$ cat config.mk
export PLATFORM = sky130hd
export DESIGN_NAME = mc_ctrl
export DESIGN_NICKNAME = d
export VERILOG_FILES = /design/src/rtl/mc_ctrl.sv
export SDC_FILE = /design/constraint.sdc
export NUM_CORES = 1
export LEC_CHECK = 0
export CAP_MARGIN = 20
export CORE_MARGIN = 2
export CORE_UTILIZATION = 32
export CTS_BUF_LIST = sky130_fd_sc_hd__clkbuf_2
export CTS_CLUSTER_DIAMETER = 120
export DETAILED_ROUTE_END_ITERATION = 10
export PLACE_DENSITY_LB_ADDON = 0.08
export SKIP_LAST_GASP = 1
export SYNTH_ARGS = -nofsm -noshare
export SYNTH_HDL_FRONTEND = slang
export SYNTH_SLANG_ARGS = --single-unit
export TNS_END_PERCENT = 5
$ cat constraint.sdc
create_clock -name clk -period 1.4 [get_ports clk]
set_input_delay 0.21 -clock clk [delete_from_list [all_inputs] [get_ports clk]]
set_output_delay 0.21 -clock clk [all_outputs]
set_load 0.01 [all_outputs]
$ cat src/rtl/mc_ctrl.sv
// rtl/mc_ctrl.sv - multi-cycle MIPS control FSM (Moore decode of registered state)
// Optional MC_MEM_WAIT_EN adds a mem_ready handshake that stalls FETCH/MEMRD/MEMWR.
module mc_ctrl (
  input  logic       clk,
  input  logic       reset,
  input  logic [5:0] op,
  input  logic [5:0] funct,
  input  logic       zero,
`ifdef MC_MEM_WAIT_EN
  input  logic       mem_ready,
`endif
  output logic       PCWrite,
  output logic       PCWriteCond,
  output logic       IorD,
  output logic       MemRead,
  output logic       MemWrite,
  output logic       IRWrite,
  output logic [1:0] RegDst,
  output logic [1:0] MemtoReg,
  output logic       RegWrite,
  output logic       ALUSrcA,
  output logic [1:0] ALUSrcB,
  output logic [2:0] ALUOp,
  output logic [1:0] PCSource,
  output logic [1:0] EXTOp,
  output logic [3:0] state,
  output logic       instr_done,
  output logic       illegal
);

  typedef enum logic [3:0] {
    S_FETCH  = 4'd0,
    S_DECODE = 4'd1,
    S_MEMADR = 4'd2,
    S_MEMRD  = 4'd3,
    S_MEMWB  = 4'd4,
    S_MEMWR  = 4'd5,
    S_EXEC   = 4'd6,
    S_RWB    = 4'd7,
    S_BRANCH = 4'd8,
    S_JUMP   = 4'd9,
    S_IEXEC  = 4'd10,
    S_IWB    = 4'd11,
    S_JAL    = 4'd12
  } state_t;

  localparam logic [5:0] OP_RTYPE = 6'b000000;
  localparam logic [5:0] OP_J     = 6'b000010;
  localparam logic [5:0] OP_JAL   = 6'b000011;
  localparam logic [5:0] OP_BEQ   = 6'b000100;
  localparam logic [5:0] OP_ADDI  = 6'b001000;
  localparam logic [5:0] OP_ORI   = 6'b001101;
  localparam logic [5:0] OP_LUI   = 6'b001111;
  localparam logic [5:0] OP_LW    = 6'b100011;
  localparam logic [5:0] OP_SW    = 6'b101011;

  localparam logic [2:0] ALU_ADD   = 3'b000;
  localparam logic [2:0] ALU_SUB   = 3'b001;
  localparam logic [2:0] ALU_OR    = 3'b010;
  localparam logic [2:0] ALU_FUNCT = 3'b111;

  localparam logic [1:0] EXT_SIGN = 2'b00;
  localparam logic [1:0] EXT_ZERO = 2'b01;
  localparam logic [1:0] EXT_LUI  = 2'b10;

  state_t state_q;
  state_t state_d;
  logic   ready;
  logic   unused_inputs;

  // funct is consumed by the ALU decoder and zero by the PC-enable logic, not here.
  assign unused_inputs = ^{funct, zero};

`ifdef MC_MEM_WAIT_EN
  assign ready = mem_ready;
`else
  assign ready = 1'b1;
`endif

  always_ff @(posedge clk) begin
    if (reset) begin
      state_q <= S_FETCH;
    end else begin
      state_q <= state_d;
    end
  end

  assign state = state_q;

  always_comb begin
    state_d     = S_FETCH;
    PCWrite     = 1'b0;
    PCWriteCond = 1'b0;
    IorD        = 1'b0;
    MemRead     = 1'b0;
    MemWrite    = 1'b0;
    IRWrite     = 1'b0;
    RegDst      = 2'b00;
    MemtoReg    = 2'b00;
    RegWrite    = 1'b0;
    ALUSrcA     = 1'b0;
    ALUSrcB     = 2'b00;
    ALUOp       = ALU_ADD;
    PCSource    = 2'b00;
    EXTOp       = EXT_SIGN;
    instr_done  = 1'b0;
    illegal     = 1'b0;

    case (state_q)
      S_FETCH: begin
        MemRead = 1'b1;
        IRWrite = ready;
        ALUSrcB = 2'b01;
        PCWrite = ready;
        state_d = ready ? S_DECODE : S_FETCH;
      end
      S_DECODE: begin
        // Speculative branch target lands in ALUOut before op is known.
        ALUSrcB = 2'b11;
        EXTOp   = EXT_SIGN;
        case (op)
          OP_LW, OP_SW:           state_d = S_MEMADR;
          OP_RTYPE:               state_d = S_EXEC;
          OP_BEQ:                 state_d = S_BRANCH;
          OP_J:                   state_d = S_JUMP;
          OP_JAL:                 state_d = S_JAL;
          OP_ADDI, OP_ORI, OP_LUI: state_d = S_IEXEC;
          default: begin
            state_d = S_FETCH;
            illegal = 1'b1;
          end
        endcase
      end
      S_MEMADR: begin
        ALUSrcA = 1'b1;
        ALUSrcB = 2'b10;
        state_d = (op == OP_LW) ? S_MEMRD : S_MEMWR;
      end
      S_MEMRD: begin
        IorD    = 1'b1;
        MemRead = 1'b1;
        state_d = ready ? S_MEMWB : S_MEMRD;
      end
      S_MEMWB: begin
        MemtoReg   = 2'b01;
        RegWrite   = 1'b1;
        instr_done = 1'b1;
      end
      S_MEMWR: begin
        IorD       = 1'b1;
        MemWrite   = 1'b1;
        instr_done = ready;
        state_d    = ready ? S_FETCH : S_MEMWR;
      end
      S_EXEC: begin
        ALUSrcA = 1'b1;
        ALUOp   = ALU_FUNCT;
        state_d = S_RWB;
      end
      S_RWB: begin
        RegDst     = 2'b01;
        RegWrite   = 1'b1;
        instr_done = 1'b1;
      end
      S_BRANCH: begin
        ALUSrcA     = 1'b1;
        ALUOp       = ALU_SUB;
        PCWriteCond = 1'b1;
        PCSource    = 2'b01;
        instr_done  = 1'b1;
      end
      S_JUMP: begin
        PCWrite    = 1'b1;
        PCSource   = 2'b10;
        instr_done = 1'b1;
      end
      S_JAL: begin
        // PC was already advanced in FETCH, so it is the return address.
        PCWrite    = 1'b1;
        PCSource   = 2'b10;
        RegWrite   = 1'b1;
        RegDst     = 2'b10;
        MemtoReg   = 2'b10;
        instr_done = 1'b1;
      end
      S_IEXEC, S_IWB: begin
        case (op)
          OP_ORI: begin
            ALUOp = ALU_OR;
            EXTOp = EXT_ZERO;
          end
          OP_LUI: begin
            ALUOp = ALU_OR;
            EXTOp = EXT_LUI;
          end
          default: begin
            ALUOp = ALU_ADD;
            EXTOp = EXT_SIGN;
          end
        endcase
        if (state_q == S_IEXEC) begin
          ALUSrcA = 1'b1;
          ALUSrcB = 2'b10;
          state_d = S_IWB;
        end else begin
          RegWrite   = 1'b1;
          instr_done = 1'b1;
        end
      end
      default: state_d = S_FETCH;
    endcase

    if (reset) begin
      PCWrite     = 1'b0;
      PCWriteCond = 1'b0;
      IRWrite     = 1'b0;
      MemRead     = 1'b0;
      MemWrite    = 1'b0;
      RegWrite    = 1'b0;
      instr_done  = 1'b0;
      illegal     = 1'b0;
    end
  end

endmodule

==> out/qor.yml <==
syn_area_um2: 588
worstSetupStartpointType: "register"
insertedDiodeCount: 0
clock_sinks: 4
maxCapViolations: 0
worst_pin_slew_ns: 0.274
syn_avg_cell_area_um2: 5.94
area_growth_pct: 106
final_cells: 182
max_freq_ghz: 0.624
via_per_inst: 4.99
required_ns: 1.53
synth_compound_area_frac: 0.194
cts_tree: "built"
grt-ovfl-total: 0
die_w_um: 46.9
drc: 0
worst_slack_ns: -0.202
cp_num_cells: 6
post-route-util: 0.700
cp_top_family: "simple AND/OR/NAND/NOR gates"
yosysUniqueCellTypes: 30
slew_viol_final: 0
status: "complete, but fails checks"
post_drt_wl_per_cell_um: 11.9
fin_hold_ws_ns: 0.394
io_buffers: 34
regArea_um2: 90.1
setup_viol: 28
rsz0062_at_grt: "yes"
post-route-min-period_ns: 1.60
post-route-period-util: 1.14
grt_max_degree: 14
synthesis.nets: 114
hold_path.class: "in -> reg"
cts_setup_buffers: 0
placementRows: 15
synthTopCellsByCount: "nor2_1, nand2_1, a21oi_1, clkbuf_1"
synth_area_leader_cell: "dfxtp_1"
htreeDepth: 1
reg2reg_depth: 6
p_per_area_mw_per_mm2: 368
holdBufCountCts: 0
initialDrtViolationCount: 15
cp.buffers_inverters: 2
muxShareOfSynthArea: 0
cp_max_fo: 7
dp_slack_ns: -0.811
fin_area_mm2: 0.00121
synth-xor-area-share: 0.0745
grt_pass1_vias: 779
totalWireLength_mm: 2.17
synth_area_leaders: "dfxtp_1, nor2_1, nand2_1"
core_mm2: 0.00173
netlist_instances: 99
place_inst: 179
peakVddDrop_v: 0.000197
gp_congestion: 0.862
cts_buffers: 3
total_power_uw: 445
slowest_stage: "or4_1"
ioPinCount: 42
synth_seq_cells: 4
clk_pin_slew_ns: 0.05
place_area_mm2: 0.00119
synth_edf_count: 0
largest_register_ffs: 4
yosysTopAreaCellShare: 0.136
clockRootBuffer: "clkbuf_2"
clk_path_buf_depth: 2
hold_viol: 0
multi_input_area_um2: 529
failed_checks: "negative setup slack"
vias: 909
cp_cell_sequence: "buf_6 > nand2b_4 > buf_4 > or3_1 > or4_1 > o21ai_1"
synth_top_family_by_area: "simple AND/OR/NAND/NOR gates"
tns_ns: -3.35
async_flop_share: 0
grt_usage: 0.211
hold_path_depth: 3
ys_seq_area_frac: 0.136
worst_slew_margin_rel: 0.816
endpoint_kind: "register"
synthFlopType: "dfxtp_1"
drtPass1Iterations: 4
yosys_warnings: 0
ant_nets: 0
antenna_found_initial: 0
synth-simple-area-share: 0.517
start_util: 0.341
slowest_delay_ns: 0.40
skew_ns: 0.0116
arrival_ns: 1.74
power_leakage_nw: 0.575
path_class: "reg -> reg"
fin_nets: 174
clk_latency_ns: 0.22
grt_pass1_wl_mm: 3.40
fp.dieArea_mm2: 0.00220
nFillCells: 158
yosysMostFrequentCell: "nor2_1"
place_hpwl_mm: 1.66
drive_above_1_share: 0.389
synth_adder_area_share: 0
die_height_um: 46.9
## report_power, final
group | switching, mW | internal, mW | total (mW) | leakage, nW
registers | 0.00627 | 0.116 | 0.122 | 0.0349
clock network | 0.0520 | 0.0577 | 0.110 | 0.0125
logic | 0.0985 | 0.115 | 0.213 | 0.528
total | 0.157 | 0.288 | 0.445 | 0.575
## repair_timing
action,in CTS,in global routing
hold endpoints to repair,0,0
setup endpoints to repair,30,29
resized for setup,47,25
pin swaps,3,7
## logic make-up (layout without fill, tap and decap cells)
kind of cell / count (synthesis) / count (layout)
flops: 4 / 4
buf+inv: 11 / 69
compound gates: 18 / 18
simple gates: 61 / 61
xor+xnor: 5 / 5
## metal layers
| layer | vias up | wire length [um] | global-route usage |
|---|---|---|---|
| met5 | - | 0 | 0 |
| met2 | 32 | 1020 | 0.351 |
| li1 | 466 | - | - |
| met1 | 405 | 972 | 0.272 |
| met3 | 6 | 136 | 0.0500 |
| met4 | 0 | 39 | 0.0611 |
## path summary, 6_finish.rpt
path | startpoint | end | slack [ns]
hold reg to reg | state[2] | state[3] | 0.59
setup reg to reg | state[0] | state[3] | -0.20
setup / recovery | state[0] | state[3] | -0.20
hold / removal | reset | state[0] | 0.39
## worst register-to-register path, stage by stage (launching register included)
cell	delay [ns]
dfxtp_4	0.38
buf_6	0.10
nand2b_4	0.06
buf_4	0.14
or3_1	0.30
or4_1	0.40
o21ai_1	0.14
## area by class of cell
cell class,count,share of cell area
Tap cell,25,0.0259
Clock buffer,3,0.0124
Multi-Input combinational cell,84,0.438
Inverter,1,0.00311
Timing Repair Buffer,65,0.446
Sequential cell,4,0.0745
## cells in the final DEF, fill, tap and decap left out, types with 2 or more instances in the layout
cell | Yosys | layout
buf_4 | 1 | 28
nor2_1 | 20 | 16
dlygate4sd2_1 | 0 | 14
nand2_1 | 10 | 10
a21oi_1 | 7 | 7
clkbuf_2 | 1 | 7
nor3_1 | 6 | 5
nor2_2 | 0 | 4
clkdlybuf4s15_1 | 0 | 4
clkdlybuf4s50_1 | 0 | 4
nand2b_1 | 6 | 3
o21ai_0 | 4 | 3
xnor2_1 | 3 | 3
or4_1 | 3 | 3
nand3_1 | 3 | 3
nor4_1 | 3 | 3
dlymetal6s2s_1 | 0 | 3
buf_2 | 0 | 3
buf_6 | 0 | 3
nor2b_1 | 3 | 2
nand2b_2 | 0 | 2
a211oi_1 | 2 | 2
dfxtp_4 | 0 | 2
dfxtp_2 | 0 | 2
No activity file was read; power rests on OpenSTA's default activity.
